<file path="config.mk">
export PLATFORM = sky130hd
export DESIGN_NAME = neopixel_frame_ctrl_flat
export DESIGN_NICKNAME = d
export VERILOG_FILES = /design/src/rtl/neopixel_frame_ctrl_if.sv /design/src/rtl/neopixel_frame_ctrl.sv /design/src/flat_wrapper.sv
export SDC_FILE = /design/constraint.sdc
export NUM_CORES = 1
export LEC_CHECK = 0
export CORE_UTILIZATION = 30
export DETAILED_ROUTE_END_ITERATION = 8
export PLACE_DENSITY = 0.54
export SETUP_SLACK_MARGIN = 0.3
export SYNTH_ARGS = -nofsm -noshare
export SYNTH_HDL_FRONTEND = slang
export SYNTH_SLANG_ARGS = --single-unit
</file>
<file path="constraint.sdc">
create_clock -name CLK -period 1.84 [get_ports CLK]
set_clock_uncertainty 0.15 [all_clocks]
set_input_delay 0.368 -clock CLK [delete_from_list [all_inputs] [get_ports CLK]]
set_output_delay 0.368 -clock CLK [all_outputs]
set_load 0.03 [all_outputs]
</file>
<file path="src/rtl/neopixel_frame_ctrl_if.sv">
// neopixel_frame_ctrl_if
//   Groups the byte-stream input and the pixel handshake of neopixel_frame_ctrl.
//   slave  : controller side (consumes rx bytes and px_busy, drives pixel/status outputs)
//   master : environment side (UART receiver + serializer)
// Signals:
//   rx_byte[7:0]  received UART byte
//   rx_valid      one-cycle strobe, rx_byte valid
//   px_busy       serializer busy
//   px_valid      pixel request to serializer
//   px_r/g/b[7:0] colour of the current pixel
//   frame_done    pulse after the last pixel of a frame has finished
//   load_done     pulse after the last byte of the last pixel is written
interface neopixel_frame_ctrl_if;
  logic [7:0] rx_byte;
  logic       rx_valid;
  logic       px_busy;
  logic       px_valid;
  logic [7:0] px_r;
  logic [7:0] px_g;
  logic [7:0] px_b;
  logic       frame_done;
  logic       load_done;

  modport master (
    output rx_byte, rx_valid, px_busy,
    input  px_valid, px_r, px_g, px_b, frame_done, load_done
  );

  modport slave (
    input  rx_byte, rx_valid, px_busy,
    output px_valid, px_r, px_g, px_b, frame_done, load_done
  );
endinterface

</file>
<file path="src/rtl/neopixel_frame_ctrl.sv">
// neopixel_frame_ctrl
//   NUM_PIXELS-deep RGB frame buffer loaded from a UART byte stream (R, G, B per pixel),
//   streamed periodically to the writepixel serializer, one pixel per handshake.
// Ports:
//   CLK     system clock
//   RST_N   asynchronous active-low reset
//   io_bus  neopixel_frame_ctrl_if.slave (rx_byte/rx_valid in, px_busy in,
//           px_valid/px_r/px_g/px_b/frame_done/load_done out)
// Optional feature:
//   NEOPIXEL_LOAD_TIMEOUT_EN - when defined, an inter-byte gap of TIMEOUT_CYCLES realigns the
//   loader to R of pixel 0.
module neopixel_frame_ctrl #(
  parameter int unsigned NUM_PIXELS     = 10,
  parameter int unsigned REFRESH_CYCLES = 2097152,
  parameter int unsigned TIMEOUT_CYCLES = 12000
) (
  input logic                  CLK,
  input logic                  RST_N,
  neopixel_frame_ctrl_if.slave io_bus
);

  localparam int unsigned PIX_W = (NUM_PIXELS > 1) ? $clog2(NUM_PIXELS) : 1;
  localparam int unsigned CNT_W = (REFRESH_CYCLES > 1) ? $clog2(REFRESH_CYCLES) : 1;
  localparam logic [PIX_W-1:0] LAST_PIX = PIX_W'(NUM_PIXELS - 1);
  localparam logic [CNT_W-1:0] LAST_CNT = CNT_W'(REFRESH_CYCLES - 1);

  if (NUM_PIXELS < 1 || NUM_PIXELS > 256 || REFRESH_CYCLES < 2 || TIMEOUT_CYCLES < 1)
  begin : g_bad_params
    $error("neopixel_frame_ctrl: parameter out of range");
  end

  typedef enum logic [1:0] {StIdle, StFetch, StSend, StWait} state_e;

  // Frame buffer: not reset, so a reset never wipes the displayed image.
  logic [7:0] r_mem_r [NUM_PIXELS];
  logic [7:0] r_mem_g [NUM_PIXELS];
  logic [7:0] r_mem_b [NUM_PIXELS];

  // Loader
  logic [1:0]       r_ld_byte;
  logic [PIX_W-1:0] r_ld_pix;
  logic             r_load_done;
  logic [1:0]       w_wr_byte;  // effective byte slot for this cycle
  logic [PIX_W-1:0] w_wr_pix;   // effective pixel slot for this cycle

  // Refresh FSM
  state_e           r_state;
  logic [CNT_W-1:0] r_cnt;
  logic [PIX_W-1:0] r_pix;
  logic             r_px_valid;
  logic [7:0]       r_px_r;
  logic [7:0]       r_px_g;
  logic [7:0]       r_px_b;
  logic             r_frame_done;

`ifdef NEOPIXEL_LOAD_TIMEOUT_EN
  localparam int unsigned GAP_W = $clog2(TIMEOUT_CYCLES + 1);
  localparam logic [GAP_W-1:0] GAP_MAX = GAP_W'(TIMEOUT_CYCLES);

  logic [GAP_W-1:0] r_gap;
  logic             w_gap_sat;

  assign w_gap_sat = (r_gap == GAP_MAX);

  always_ff @(posedge CLK or negedge RST_N) begin
    if (!RST_N) begin
      r_gap <= '0;
    end else if (io_bus.rx_valid) begin
      r_gap <= '0;
    end else if (!w_gap_sat) begin
      r_gap <= r_gap + 1'b1;
    end
  end

  // A saturated gap makes the next byte land on R of pixel 0.
  assign w_wr_byte = w_gap_sat ? 2'd0 : r_ld_byte;
  assign w_wr_pix  = w_gap_sat ? '0 : r_ld_pix;
`else
  assign w_wr_byte = r_ld_byte;
  assign w_wr_pix  = r_ld_pix;
`endif

  always_ff @(posedge CLK or negedge RST_N) begin
    if (!RST_N) begin
      r_ld_byte   <= 2'd0;
      r_ld_pix    <= '0;
      r_load_done <= 1'b0;
    end else begin
      r_load_done <= 1'b0;
      if (io_bus.rx_valid) begin
        if (w_wr_byte == 2'd2) begin
          r_ld_byte   <= 2'd0;
          r_ld_pix    <= (w_wr_pix == LAST_PIX) ? '0 : w_wr_pix + 1'b1;
          r_load_done <= (w_wr_pix == LAST_PIX);
        end else begin
          r_ld_byte <= w_wr_byte + 1'b1;
          r_ld_pix  <= w_wr_pix;
        end
      end else begin
        r_ld_byte <= w_wr_byte;
        r_ld_pix  <= w_wr_pix;
      end
    end
  end

  // Writes and the FETCH read share an edge, so a same-slot read sees the old value.
  always_ff @(posedge CLK) begin
    if (io_bus.rx_valid) begin
      case (w_wr_byte)
        2'd0:    r_mem_r[w_wr_pix] <= io_bus.rx_byte;
        2'd1:    r_mem_g[w_wr_pix] <= io_bus.rx_byte;
        default: r_mem_b[w_wr_pix] <= io_bus.rx_byte;
      endcase
    end
  end

  always_ff @(posedge CLK or negedge RST_N) begin
    if (!RST_N) begin
      r_state      <= StIdle;
      r_cnt        <= '0;
      r_pix        <= '0;
      r_px_valid   <= 1'b0;
      r_px_r       <= 8'd0;
      r_px_g       <= 8'd0;
      r_px_b       <= 8'd0;
      r_frame_done <= 1'b0;
    end else begin
      r_frame_done <= 1'b0;
      unique case (r_state)
        StIdle: begin
          if (r_cnt == LAST_CNT) begin
            r_cnt   <= '0;
            r_pix   <= '0;
            r_state <= StFetch;
          end else begin
            r_cnt <= r_cnt + 1'b1;
          end
        end
        StFetch: begin
          r_px_r     <= r_mem_r[r_pix];
          r_px_g     <= r_mem_g[r_pix];
          r_px_b     <= r_mem_b[r_pix];
          r_px_valid <= 1'b1;
          r_state    <= StSend;
        end
        StSend: begin
          // Busy seen means the serializer took the pixel; valid drops on this edge.
          if (io_bus.px_busy) begin
            r_px_valid <= 1'b0;
            r_state    <= StWait;
          end
        end
        StWait: begin
          if (!io_bus.px_busy) begin
            if (r_pix == LAST_PIX) begin
              r_frame_done <= 1'b1;
              r_state      <= StIdle;
            end else begin
              r_pix   <= r_pix + 1'b1;
              r_state <= StFetch;
            end
          end
        end
        default: r_state <= StIdle;
      endcase
    end
  end

  assign io_bus.px_valid   = r_px_valid;
  assign io_bus.px_r       = r_px_r;
  assign io_bus.px_g       = r_px_g;
  assign io_bus.px_b       = r_px_b;
  assign io_bus.frame_done = r_frame_done;
  assign io_bus.load_done  = r_load_done;

endmodule
</file>
<file path="src/flat_wrapper.sv">
// flat-port wrapper written by rule: the top's interface ports become plain ports
module neopixel_frame_ctrl_flat 
#(
  parameter int unsigned NUM_PIXELS     = 10,
  parameter int unsigned REFRESH_CYCLES = 2097152,
  parameter int unsigned TIMEOUT_CYCLES = 12000
)
  (CLK, RST_N, io_bus_rx_byte, io_bus_rx_valid, io_bus_px_busy, io_bus_px_valid, io_bus_px_r, io_bus_px_g, io_bus_px_b, io_bus_frame_done, io_bus_load_done);
  neopixel_frame_ctrl_if io_bus_i ();
  input logic CLK;
  input logic RST_N;
  input wire logic [$bits(io_bus_i.rx_byte)-1:0] io_bus_rx_byte;
  input wire logic [$bits(io_bus_i.rx_valid)-1:0] io_bus_rx_valid;
  input wire logic [$bits(io_bus_i.px_busy)-1:0] io_bus_px_busy;
  output wire logic [$bits(io_bus_i.px_valid)-1:0] io_bus_px_valid;
  output wire logic [$bits(io_bus_i.px_r)-1:0] io_bus_px_r;
  output wire logic [$bits(io_bus_i.px_g)-1:0] io_bus_px_g;
  output wire logic [$bits(io_bus_i.px_b)-1:0] io_bus_px_b;
  output wire logic [$bits(io_bus_i.frame_done)-1:0] io_bus_frame_done;
  output wire logic [$bits(io_bus_i.load_done)-1:0] io_bus_load_done;
  assign io_bus_i.rx_byte = io_bus_rx_byte;
  assign io_bus_i.rx_valid = io_bus_rx_valid;
  assign io_bus_i.px_busy = io_bus_px_busy;
  assign io_bus_px_valid = io_bus_i.px_valid;
  assign io_bus_px_r = io_bus_i.px_r;
  assign io_bus_px_g = io_bus_i.px_g;
  assign io_bus_px_b = io_bus_i.px_b;
  assign io_bus_frame_done = io_bus_i.frame_done;
  assign io_bus_load_done = io_bus_i.load_done;
  neopixel_frame_ctrl #(.NUM_PIXELS(NUM_PIXELS), .REFRESH_CYCLES(REFRESH_CYCLES), .TIMEOUT_CYCLES(TIMEOUT_CYCLES)) u_core (.CLK(CLK), .RST_N(RST_N), .io_bus(io_bus_i));
endmodule
</file>
== Word-level counts from Yosys, hierarchy flattened ==
Memories as Yosys holds them, arrays and structs flattened. A register that Yosys moved wholly into a read port is not among the register bits.
Index checks and enable logic that the tools add are counted.

* Add/subtract/negate cells: 4
* Eq/ne operators: 12
* Mux-type cells: 28
* Reduce and logical (&&, ||, !) cells: 12

{| class="wikitable"
|+ Operators with widths
! kind !! count
|-
| adder 21 x 1 -> 21 bit (second input constant) || 1
|-
| equality test 21 bit (second input constant) || 1
|-
| 2-to-1 mux 21 bit || 1
|-
| 2-to-1 mux 1 bit || 16
|-
| 2-to-1 mux 4 bit || 4
|-
| adder 4 x 1 -> 4 bit (second input constant) || 2
|-
| equality test 4 bit (second input constant) || 2
|-
| 2-to-1 mux 2 bit || 4
|-
| one-hot mux 2 bit (4 select lines) || 1
|-
| one-hot mux 4 bit (2 select lines) || 1
|-
| equality test 2 bit (second input constant) || 3
|-
| != test 2 bit (second input constant) || 3
|-
| equality test 2 x 1 -> 1 bit (second input constant) || 2
|-
| logical NOT 2 bit || 2
|-
| AND reduction 2 bit || 2
|-
| AND reduction 4 bit || 1
|-
| nonzero test 2 bit || 2
|-
| logical NOT 1 bit || 3
|-
| AND reduction 3 bit || 1
|-
| adder 2 x 1 -> 2 bit (second input constant) || 1
|-
| != test 2 x 1 -> 1 bit (second input constant) || 1
|-
| one-hot mux 1 bit (2 select lines) || 1
|-
| OR reduction 2 bit || 1
|}

* Flip-flop bits (word level): 36
* Bits in writable memories: 240
* Bits of input ports: 12
* Output and inout port bits: 27
* Word-level logic and storage cells: 67
* Memories: 3

{| class="wikitable"
|+ Memory list
! name !! words !! bits a word !! rd ports !! clocked after Yosys merged registers in !! wr ports !! line !! text
|-
| u_core.r_mem_b || 10 || 8 || 1 || 1 || 1 || neopixel_frame_ctrl.sv:37 || <nowiki>logic [7:0] r_mem_b [NUM_PIXELS];</nowiki>
|-
| u_core.r_mem_g || 10 || 8 || 1 || 1 || 1 || neopixel_frame_ctrl.sv:36 || <nowiki>logic [7:0] r_mem_g [NUM_PIXELS];</nowiki>
|-
| u_core.r_mem_r || 10 || 8 || 1 || 1 || 1 || neopixel_frame_ctrl.sv:35 || <nowiki>logic [7:0] r_mem_r [NUM_PIXELS];</nowiki>
|}

== Longest topological paths before layout ==
Gate-level depths: netlist of run 1.

* Depth after elaboration: 5
* Depth in mapped cells: 9
* Mapped depth without buffers: 7

== Least setup slack after synthesis of run 1 ==
No wires, ideal clock.

* Path type: reg2reg
* Start: register u_core.r_pix[1]
* End: register u_core.r_pix[0]
* Setup time: 0.124 ns
* Data arrival time: 1.770 ns
* Required time: 1.566 ns
* Setup slack: -0.204 ns
* Stages on the path, launching flop included: 9
* Path buffers: 2
* Period minus slack after synthesis: 2.044 ns
* Cell sequence: dfrtp_1 clkbuf_1 clkbuf_1 inv_1 ha_1 nand3b_1 nand2b_1 and3_1 a211o_1

* Word-level cells in the longest chain between the ends: 3

{| class="wikitable"
|+ Ends and longest elaborated chain
! item !! line !! text
|-
| start, declared || neopixel_frame_ctrl.sv:49 || <nowiki>logic [PIX_W-1:0] r_pix;</nowiki>
|-
| start signal, assigned || neopixel_frame_ctrl.sv:159 || <nowiki>r_pix <= r_pix + 1'b1;</nowiki>
|-
| equality test 4 bit || neopixel_frame_ctrl.sv:155 || <nowiki>if (r_pix == LAST_PIX) begin</nowiki>
|-
| != test 2 bit (no line) || -- ||
|-
| AND reduction 4 bit (no line) || -- ||
|}

Every way passes these cells.
A chain may end at the register's enable or synchronous reset.

==> flow_metrics.env, run 1 <==
export IMPL_status="complete, but fails checks"
export IMPL_violations="negative setup slack"
export IMPL_drtPass1Iterations=6
export IMPL_ys_warn_count=0
export IMPL_drc_errors=0
export IMPL_synth_seq_area_share=0.726
export IMPL_htree_levels=1
export IMPL_maxSlewViolCount=0
export IMPL_top_usage_layer="met2"
export IMPL_multi_input_area_um2=3720
export IMPL_min_period_ns=1.94
export IMPL_clk_pin_slew_worst_paths_ns=0.06
export IMPL_hpwl_um=17300
export IMPL_synth_top_area_share=0.601
export IMPL_cp_slowest_cell="mux4_2"
export IMPL_wl_um=28600
export IMPL_endpoint_kind="register"
export IMPL_hold_violations=0
export IMPL_dp_slack_ns=-0.198
export IMPL_fillCellCount=3484
export IMPL_grt_max_degree=39
export IMPL_r2r_end="u_core.io_bus.px_b[0]"
export IMPL_grtUsageMet3=0.0184
export IMPL_synth_edf_count=240
export IMPL_detailedRoute_firstIterationViolations=384
export IMPL_use_met2=0.233
export IMPL_ff2ff_setup_slack_ns=-0.1
export IMPL_yosys_area_top_type="edfxtp_1"
export IMPL_placedInstanceArea_um2=13900
export IMPL_ys_top_cells_by_area="edfxtp_1 60%, dfrtp_1 13%, mux4_2 9.0%"
export IMPL_path_class="reg -> reg"
export IMPL_viasPerCell=4.75
export IMPL_max_slew_margin=0.695
export IMPL_max_stage_delay_ns=0.53
export IMPL_die_width_um=202
export IMPL_syn_to_final_growth_pct=34.0
export IMPL_worstHoldPathType="in -> async"
export IMPL_layout_drive_gt1_share=0.439
export IMPL_cp_arrival_ns=2.22
export IMPL_root_buffer="clkbuf_16"
export IMPL_critPathTopFamily="multiplexers"
export IMPL_crit_reg2reg_launch="u_core.r_pix[0]"
export IMPL_irDropWorstVdd_mv=0.793
export IMPL_p_seq_frac=0.492
export IMPL_period_share=1.05
export IMPL_maxCapViolations=0
export IMPL_synthArstFlopShare=0.200
export IMPL_power_w=0.0159
export IMPL_setup_ws_ns=-0.0990
export IMPL_fmax_ghz=0.516
export IMPL_switching_share=0.246
export IMPL_p_leak_nw=5.49
export IMPL_p_int_w=0.0120
export IMPL_final_cell_area_um2=16100
export IMPL_power_share_clock=0.386
export IMPL_initial_core_util=0.307
export IMPL_cp_num_buf_inv=2
export IMPL_io_pins=39
export IMPL_antenna_found_initial=0
export IMPL_place_gp_congestion=0.751
export IMPL_critPathMaxFanout=7
export IMPL_regArea_um2=8720
export IMPL_grt_ovfl_total=0
export IMPL_cts_sinks=300
export IMPL_p_sw_w=0.00392
export IMPL_rr_worst_depth=5
export IMPL_num_rows=72
export IMPL_critPathLaunch="u_core.r_pix[0]"
export IMPL_syn_inst=672
export IMPL_syn_area_um2=12000
export IMPL_core_um2=39000
export IMPL_nets=874
export IMPL_combPwrFrac=0.122
export IMPL_worstPathCellList="buf_12 -> buf_16 -> mux4_2 -> mux2i_2 -> o221ai_1"
export IMPL_antenna_left=0
export IMPL_crit_required_ns=2.12
export IMPL_ys_flop_type="edfxtp_1"
export IMPL_wl_per_cell_um=20.5
export IMPL_worst_slew_pin_slew_ns=0.457
export IMPL_die_area_um2=40800
export IMPL_syn_nets=692
export IMPL_finalSetupViolCount=28
export IMPL_power_density_nw_per_um2=990
export IMPL_postSynthAreaPerCell_um2=17.8
export IMPL_n_antenna_cell=0
export IMPL_insertion_delay_ns=0.58
export IMPL_grt_pass1_vias=6972
export IMPL_worst_setup_path_start_kind="register"
export IMPL_whs_ns=0.165
export IMPL_clock_path_buffers=3
export IMPL_grt_pass1_wl_um=43500
export IMPL_io_buffers=38
export IMPL_grt_use_total=0.142
export IMPL_die_y_um=202
export IMPL_ys_types=55
export IMPL_rsz0062_at_grt="true"
export IMPL_cts_tree="yes"
export IMPL_synth_ff_latch_count=300
export IMPL_vias=6620
export IMPL_cts_buffers=31
export IMPL_grt_use_met1=0.197
synth_stat cells, drive strengths merged, types with 5 or more instances:
cell / n
and3: 6
buf: 15
clkbuf: 18
dfrtp: 60
edfxtp: 240
ha: 8
inv: 12
mux2i: 49
mux4: 48
nand2: 25
nand2b: 26
nand3: 10
nand4: 7
nor2: 52
nor3: 5
o21ai: 7
o221ai: 25
xnor2: 10
xor2: 8
worst max path at each step:
stage,depth (start not counted),end,slack [ns]
2_1_floorplan,6,u_core.io_bus.px_b[5],0.04
3_3_place_gp,4,u_core.r_mem_g[0][7],-0.16
3_5_place_dp,4,u_core.r_mem_g[2][7],-0.20
4_1_cts,5,u_core.io_bus.px_r[5],-0.10
5_1_grt,6,u_core.r_pix[0],-0.17
6_report,5,u_core.io_bus.px_b[0],-0.1
worst min-delay path: stages:
cell and delay, ns:
dlygate4sd3_1 0.52, buf_2 0.13, buf_12 0.24
logic make-up after synthesis:
group                      after synthesis  synth area share
DFF                                    300             0.726
and+or+nand+nor                        148            0.0654
muxes                                   99             0.133
AOI/OAI and AO/OA                       54            0.0359
buffers and inverters                   45            0.0175
xor gates and xnor gates                18            0.0131
adders and majority gates                8           0.00835
registers in the layout, summed over array words and instances (netlist names):
name and flops:
u_core.io_bus.px_b 8, u_core.r_ld_pix 4, u_core.io_bus.px_valid 1, u_core.r_state 2, u_core.io_bus.px_g 8, u_core.io_bus.load_done 1
u_core.r_mem_g 80, u_core.io_bus.px_r 8, u_core.r_cnt 21, u_core.r_ld_byte 2, u_core.r_mem_r 80, u_core.r_pix 4
u_core.io_bus.frame_done 1, u_core.r_mem_b 80
per-stage QoR:
step	util	setup TNS, ns	cells
floorplan	-	0	672
global placement	0.357	-29.03	1278
detailed placement	0.357	-39.00	1278
CTS	0.403	-1.20	1376
global route	0.412	-4.02	1395
finish	0.412	-1.23	1395
per-layer routing:
layer	vias to the layer above	wire length [um]	part of all wire
met4	0	547	0.019
met3	33	1160	0.041
met1	3437	13000	0.45
met5	-	0	0
li1	2994	-	-
met2	156	13900	0.49
final cells by class:
| type | count | area share |
|---|---|---|
| Inverter | 12 | 0.00280 |
| Timing Repair Buffer | 182 | 0.120 |
| Clock buffer | 36 | 0.0495 |
| Sequential cell | 300 | 0.543 |
| Tap cell | 518 | 0.0403 |
| Multi-Input combinational cell | 327 | 0.231 |
| Clock inverter | 20 | 0.0127 |
cells in the final DEF, fill, tap and decap left out, drive strengths merged, types with 11 or more instances in the layout:
cell | Yosys | final
inv | 12 | 13
nand2b | 26 | 26
nor2 | 52 | 52
clkinv | 0 | 11
buf | 15 | 171
o221ai | 25 | 25
mux4 | 48 | 48
nand2 | 25 | 25
mux2i | 49 | 49
clkbuf | 18 | 36
edfxtp | 240 | 240
dfrtp | 60 | 60
repair_timing:
item	in CTS	in global routing
setup endpoints to repair	316	317
pin swaps	47	36
endpoints found under the hold margin	60	0
setup buffers	37	19
cloned	4	0
resized for setup	275	47
hold buffers	1	0
power groups by stage:
stage	sequential [W]	combinational [W]	clock, W
after detailed placement	0.00790	0.00128	0
after global placement	0.00790	0.00128	0
final	0.00782	0.00195	0.00613
after CTS	0.00781	0.00179	0.00628
after global routing	0.00784	0.00205	0.00655
after floorplan	0.00784	0.000693	0
(Power assumes the default switching activity.)
==> inputs of run 2 (changes only) <==
--- a/config.mk
+++ b/config.mk
@@ -5,9 +5,10 @@
 export SDC_FILE = /design/constraint.sdc
 export NUM_CORES = 1
 export LEC_CHECK = 0
-export CORE_UTILIZATION = 30
+export CAP_MARGIN = 20
+export CORE_UTILIZATION = 50
 export DETAILED_ROUTE_END_ITERATION = 8
-export PLACE_DENSITY = 0.54
+export PLACE_DENSITY = 0.78
 export SETUP_SLACK_MARGIN = 0.3
 export SYNTH_ARGS = -nofsm -noshare
 export SYNTH_HDL_FRONTEND = slang
==> flow_metrics.env, run 2 (synthesized netlist as in run 1, its figures left out) <==
export IMPL_rsz0062_at_grt="true"
export IMPL_final_cells=1193
export IMPL_die_area_um2=24600
export IMPL_p_sw_w=0.00399
export IMPL_dp_cells=1066
export IMPL_wl_per_cell_um=26.2
export IMPL_root_buffer="clkbuf_16"
export IMPL_cts_buffers=29
export IMPL_fmax_ghz=0.504
export IMPL_dr_wl_met2_um=16100
export IMPL_maxCapViolations=0
export IMPL_drc_errors=0
export IMPL_endpoint_kind="register"
export IMPL_layout_common_cells="240 x edfxtp_1, 99 x buf_4, 53 x dfrtp_1"
export IMPL_antenna_left=0
export IMPL_wl_met1_um=11700
export IMPL_syn_to_final_growth_pct=31.4
export IMPL_num_rows=56
export IMPL_grt_pass1_wl_um=44000
export IMPL_max_slew_margin=0.675
export IMPL_p_seq_frac=0.504
export IMPL_crit_required_ns=2.10
export IMPL_cp_arrival_ns=2.25
export IMPL_io_buffers=38
export IMPL_final_common_cell="edfxtp_1"
export IMPL_core_um2=23500
export IMPL_initial_core_util=0.511
export IMPL_worst_setup_path_start_kind="register"
export IMPL_grt_ovfl_total=0
export IMPL_critPathMaxFanout=7
export IMPL_rr_worst_depth=5
export IMPL_place_gp_congestion=0.814
export IMPL_finalSetupViolCount=36
export IMPL_viasPerCell=5.98
export IMPL_worstHoldPathCells=2
export IMPL_wl_um=31300
export IMPL_detailedRoute_firstIterationViolations=812
export IMPL_grt_max_degree=33
export IMPL_status="complete, but fails checks"
export IMPL_maxSlewViolCount=0
export IMPL_p_int_w=0.0116
export IMPL_setup_tns_final_ns=-2.10
export IMPL_hold_violations=0
export IMPL_path_class="reg -> reg"
export IMPL_worst_slew_pin_slew_ns=0.488
export IMPL_n_antenna_cell=0
export IMPL_dp_slack_ns=-0.224
export IMPL_switching_share=0.257
export IMPL_min_period_ns=1.99
export IMPL_drtPass1Iterations=5
export IMPL_io_pins=39
export IMPL_die_width_um=157
export IMPL_top_layer="met4"
export IMPL_clock_path_buffers=3
export IMPL_htree_levels=1
export IMPL_antenna_found_initial=0
export IMPL_clk_pin_slew_worst_paths_ns=0.07
export IMPL_insertion_delay_ns=0.56
export IMPL_period_share=1.08
export IMPL_p_leak_nw=5.47
export IMPL_layout_drive_gt1_share=0.447
export IMPL_nets=871
export IMPL_die_y_um=157
export IMPL_hpwl_um=17200
export IMPL_setup_ws_ns=-0.146
export IMPL_power_density_nw_per_um2=987
export IMPL_combPwrFrac=0.130
export IMPL_cts_tree="yes"
export IMPL_power_share_clock=0.366
export IMPL_whs_ns=0.0671
export IMPL_irDropWorstVdd_mv=0.831
export IMPL_grt_pass1_vias=7202
export IMPL_reg_top3="u_core.r_mem_b (80), u_core.r_mem_g (80), u_core.r_mem_r (80)"
export IMPL_cts_sinks=300
export IMPL_worstHoldPathType="in -> reg"
export IMPL_wl_met3_um=2470
export IMPL_violations="negative setup slack"
export IMPL_grt_use_total=0.248
export IMPL_vias=7130
[run 2: cell count changes in the layout (fill, tap and decap cells not counted), sizes merged]
cell,delta
dlymetal6s2s,+1
bufinv,-2
clkdlybuf4s50,-1
buf,-2
clkinv,+5
clkinvlp,-1
clkbuf,-3
[run 2: stage by stage]
| step | utilization | power, W | instance area (um2) |
|---|---|---|---|
| finish | 0.671 | 0.0155 | 15800 |
| global route | 0.671 | 0.0160 | 15800 |
| CTS | 0.656 | 0.0153 | 15400 |
| detailed placement | 0.576 | 0.00914 | 13500 |
| global placement | 0.576 | 0.00908 | 13500 |
| floorplan | - | 0.00853 | 12400 |
[run 2: per-layer routing]
metal / GRT usage / up-vias
li1: - / 3007
met1: 0.328 / 3666
met2: 0.419 / 391
met3: 0.0432 / 66
met4: 0.0780 / 0
met5: 0 / -
[run 2: power by group through the flow]
stage	registers (W)	clock network, W	logic, W
3_5_place_dp	0.00792	0	0.00122
4_1_cts	0.00782	0.00573	0.00175
2_1_floorplan	0.00784	0	0.000693
6_report	0.00783	0.00569	0.00203
3_3_place_gp	0.00790	0	0.00118
5_1_grt	0.00785	0.00600	0.00211
[run 2: final timing paths]
path	startpoint	endpoint	slack (ns)
max	u_core.r_pix[0]	u_core.io_bus.px_r[3]	-0.15
max reg2reg	u_core.r_pix[0]	u_core.io_bus.px_r[3]	-0.15
max in group asynchronous	RST_N	u_core.r_ld_pix[3]	0.89
min	io_bus_rx_valid	u_core.r_ld_byte[1]	0.07
min reg2reg	u_core.r_cnt[10]	u_core.r_cnt[10]	0.36
min in group asynchronous	RST_N	u_core.r_cnt[10]	0.13
[run 2: final cells by class]
| class | instances | area (um2) |
|---|---|---|
| Timing Repair Buffer | 181 | 1850 |
| Multi-Input combinational cell | 327 | 3820 |
| Inverter | 12 | 48.8 |
| Sequential cell | 300 | 8720 |
| Fill cell | 1403 | 7720 |
| Clock inverter | 22 | 166 |
| Clock buffer | 32 | 747 |
| Tap cell | 319 | 399 |
[run 2: worst max-delay path, stage by stage (launching register included)]
cell	delay [ns]
dfrtp_4	0.42
buf_12	0.17
buf_8	0.15
mux4_2	0.55
mux2i_1	0.23
o221ai_1	0.16
[run 2: what timing repair did]
item / CTS / global route
endpoints found under the setup margin: 316 / 320
hold endpoints to repair: 60 / 0
gates resized for setup: 294 / 38
hold buffers: 1 / 0
buffers inserted: 49 / 20
pin swaps: 58 / 41
gates cloned: 2 / 1
==> inputs of run 3 (changes only) <==
--- a/config.mk
+++ b/config.mk
@@ -6,9 +6,9 @@
 export NUM_CORES = 1
 export LEC_CHECK = 0
 export CAP_MARGIN = 20
-export CORE_UTILIZATION = 50
+export CORE_UTILIZATION = 55
 export DETAILED_ROUTE_END_ITERATION = 8
-export PLACE_DENSITY = 0.78
+export PLACE_DENSITY = 0.84
 export SETUP_SLACK_MARGIN = 0.3
 export SYNTH_ARGS = -nofsm -noshare
 export SYNTH_HDL_FRONTEND = slang
==> flow_metrics.env, run 3 (synthesized netlist as in run 1, its figures left out) <==
export IMPL_status="complete, but fails checks"
export IMPL_violations="negative setup slack"
export IMPL_rsz0062_at_grt="true"
export IMPL_layout_drive_gt1_share=0.439
export IMPL_maxSlewViolCount=0
export IMPL_place_gp_congestion=0.868
export IMPL_hpwl_um=16900
export IMPL_setup_tns_final_ns=-3.01
export IMPL_htree_levels=1
export IMPL_syn_to_final_growth_pct=30.9
export IMPL_layout_common_cells="240 x edfxtp_1, 100 x buf_4, 53 x buf_6"
export IMPL_grt_use_total=0.280
export IMPL_maxCapViolations=0
export IMPL_root_buffer="clkbuf_16"
export IMPL_io_pins=39
export IMPL_detailedRoute_firstIterationViolations=678
export IMPL_num_rows=53
export IMPL_fmax_ghz=0.491
export IMPL_clk_pin_slew_worst_paths_ns=0.07
export IMPL_cts_sinks=300
export IMPL_antenna_found_initial=1
export IMPL_initial_core_util=0.565
export IMPL_worst_setup_path_start_kind="register"
export IMPL_fillCellCount=1071
export IMPL_endpoint_kind="register"
export IMPL_worstHoldPathType="in -> async"
export IMPL_wl_per_cell_um=28.7
export IMPL_path_class="reg -> reg"
export IMPL_p_leak_nw=5.48
export IMPL_clock_path_buffers=3
export IMPL_die_y_um=150
export IMPL_io_buffers=38
export IMPL_grt_ovfl_total=0
export IMPL_dp_slack_ns=-0.210
export IMPL_grt_pass1_vias=7291
export IMPL_viasPerCell=6.40
export IMPL_grt_max_degree=33
export IMPL_max_slew_margin=0.657
export IMPL_die_width_um=150
export IMPL_drc_errors=0
export IMPL_vias=7363
export IMPL_setup_ws_ns=-0.195
export IMPL_die_area_um2=22400
export IMPL_finalSetupViolCount=40
export IMPL_core_um2=21200
export IMPL_crit_required_ns=2.11
export IMPL_power_w=0.0160
export IMPL_antenna_left=0
export IMPL_drtPass1Iterations=5
export IMPL_reg_top3="u_core.r_mem_b (80), u_core.r_mem_g (80), u_core.r_mem_r (80)"
export IMPL_wl_um=33000
export IMPL_finish_utilization=0.740
export IMPL_placedInstanceArea_um2=13400
export IMPL_grt_pass1_wl_um=44800
export IMPL_final_common_cell="edfxtp_1"
export IMPL_period_share=1.11
export IMPL_min_period_ns=2.04
export IMPL_insertion_delay_ns=0.56
export IMPL_power_density_nw_per_um2=1020
export IMPL_cts_tree="yes"
export IMPL_worst_slew_pin_slew_ns=0.514
export IMPL_nets=872
export IMPL_n_antenna_cell=0
export IMPL_irDropWorstVdd_mv=0.760
export IMPL_cp_arrival_ns=2.30
export IMPL_cts_buffers=29
export IMPL_critPathMaxFanout=8
export IMPL_hold_violations=0
export IMPL_final_cell_area_um2=15700
==> run 3: repair_timing <==
item | 4_1_cts | 5_1_grt
setup endpoints to repair | 315 | 319
hold endpoints to repair | 42 | 0
cloned | 0 | 3
pin swaps | 56 | 37
hold buffers | 1 | 0
gates resized for setup | 291 | 37
buffers inserted | 50 | 25
==> run 3: path summary, 6_finish.rpt <==
| kind | start | end | slack [ns] | cells past startpoint |
|---|---|---|---|---|
| setup reg to reg | u_core.r_pix[0] | u_core.io_bus.px_g[7] | -0.20 | 5 |
| hold / removal | RST_N | u_core.r_cnt[14] | 0.17 | 2 |
| hold reg to reg | u_core.r_cnt[10] | u_core.r_cnt[10] | 0.36 | 1 |
| max in group asynchronous | RST_N | u_core.io_bus.px_b[1] | 0.73 | 3 |
| setup / recovery | u_core.r_pix[0] | u_core.io_bus.px_g[7] | -0.20 | 5 |
| min in group CLK | u_core.r_cnt[10] | u_core.r_cnt[10] | 0.36 | 1 |
==> run 3: report_power, final <==
part           switching [W]  internal (W)
registers           0.000198       0.00765
logic                0.00125      0.000837
clock network        0.00259       0.00346
==> run 3: critical path, cell delays in order, from the launching register on <==
cell	delay, ns
dfrtp_4	0.53
buf_4	0.16
buf_12	0.14
mux4_2	0.47
mux2i_1	0.27
o221ai_1	0.18
==> run 3: cell type report <==
cell class,count,area (um2),area share
tap,275,344,0.0219
multi-input combinational,327,3800,0.242
sequential,300,8720,0.556
clock inverter,16,175,0.0112
timing repair buffer,182,1810,0.115
inverter,12,50.0,0.00319
clock buffer,38,790,0.0503
==> run 3: through the flow <==
stage / cells / hold slack (ns)
detailed placement: 1017 / 0.183
CTS: 1122 / 0.144
global placement: 1017 / 0.178
global route: 1150 / 0.179
floorplan: 672 / -0.0776
finish: 1150 / 0.170
==> run 3: per-layer routing <==
| layer | global-route usage | vias up | wire length, um |
|---|---|---|---|
| met1 | 0.367 | 3768 | 11900 |
| met3 | 0.0512 | 104 | 2820 |
| met5 | 0 | - | 13 |
| met2 | 0.462 | 489 | 16900 |
| met4 | 0.119 | 2 | 1290 |
| li1 | - | 3000 | - |
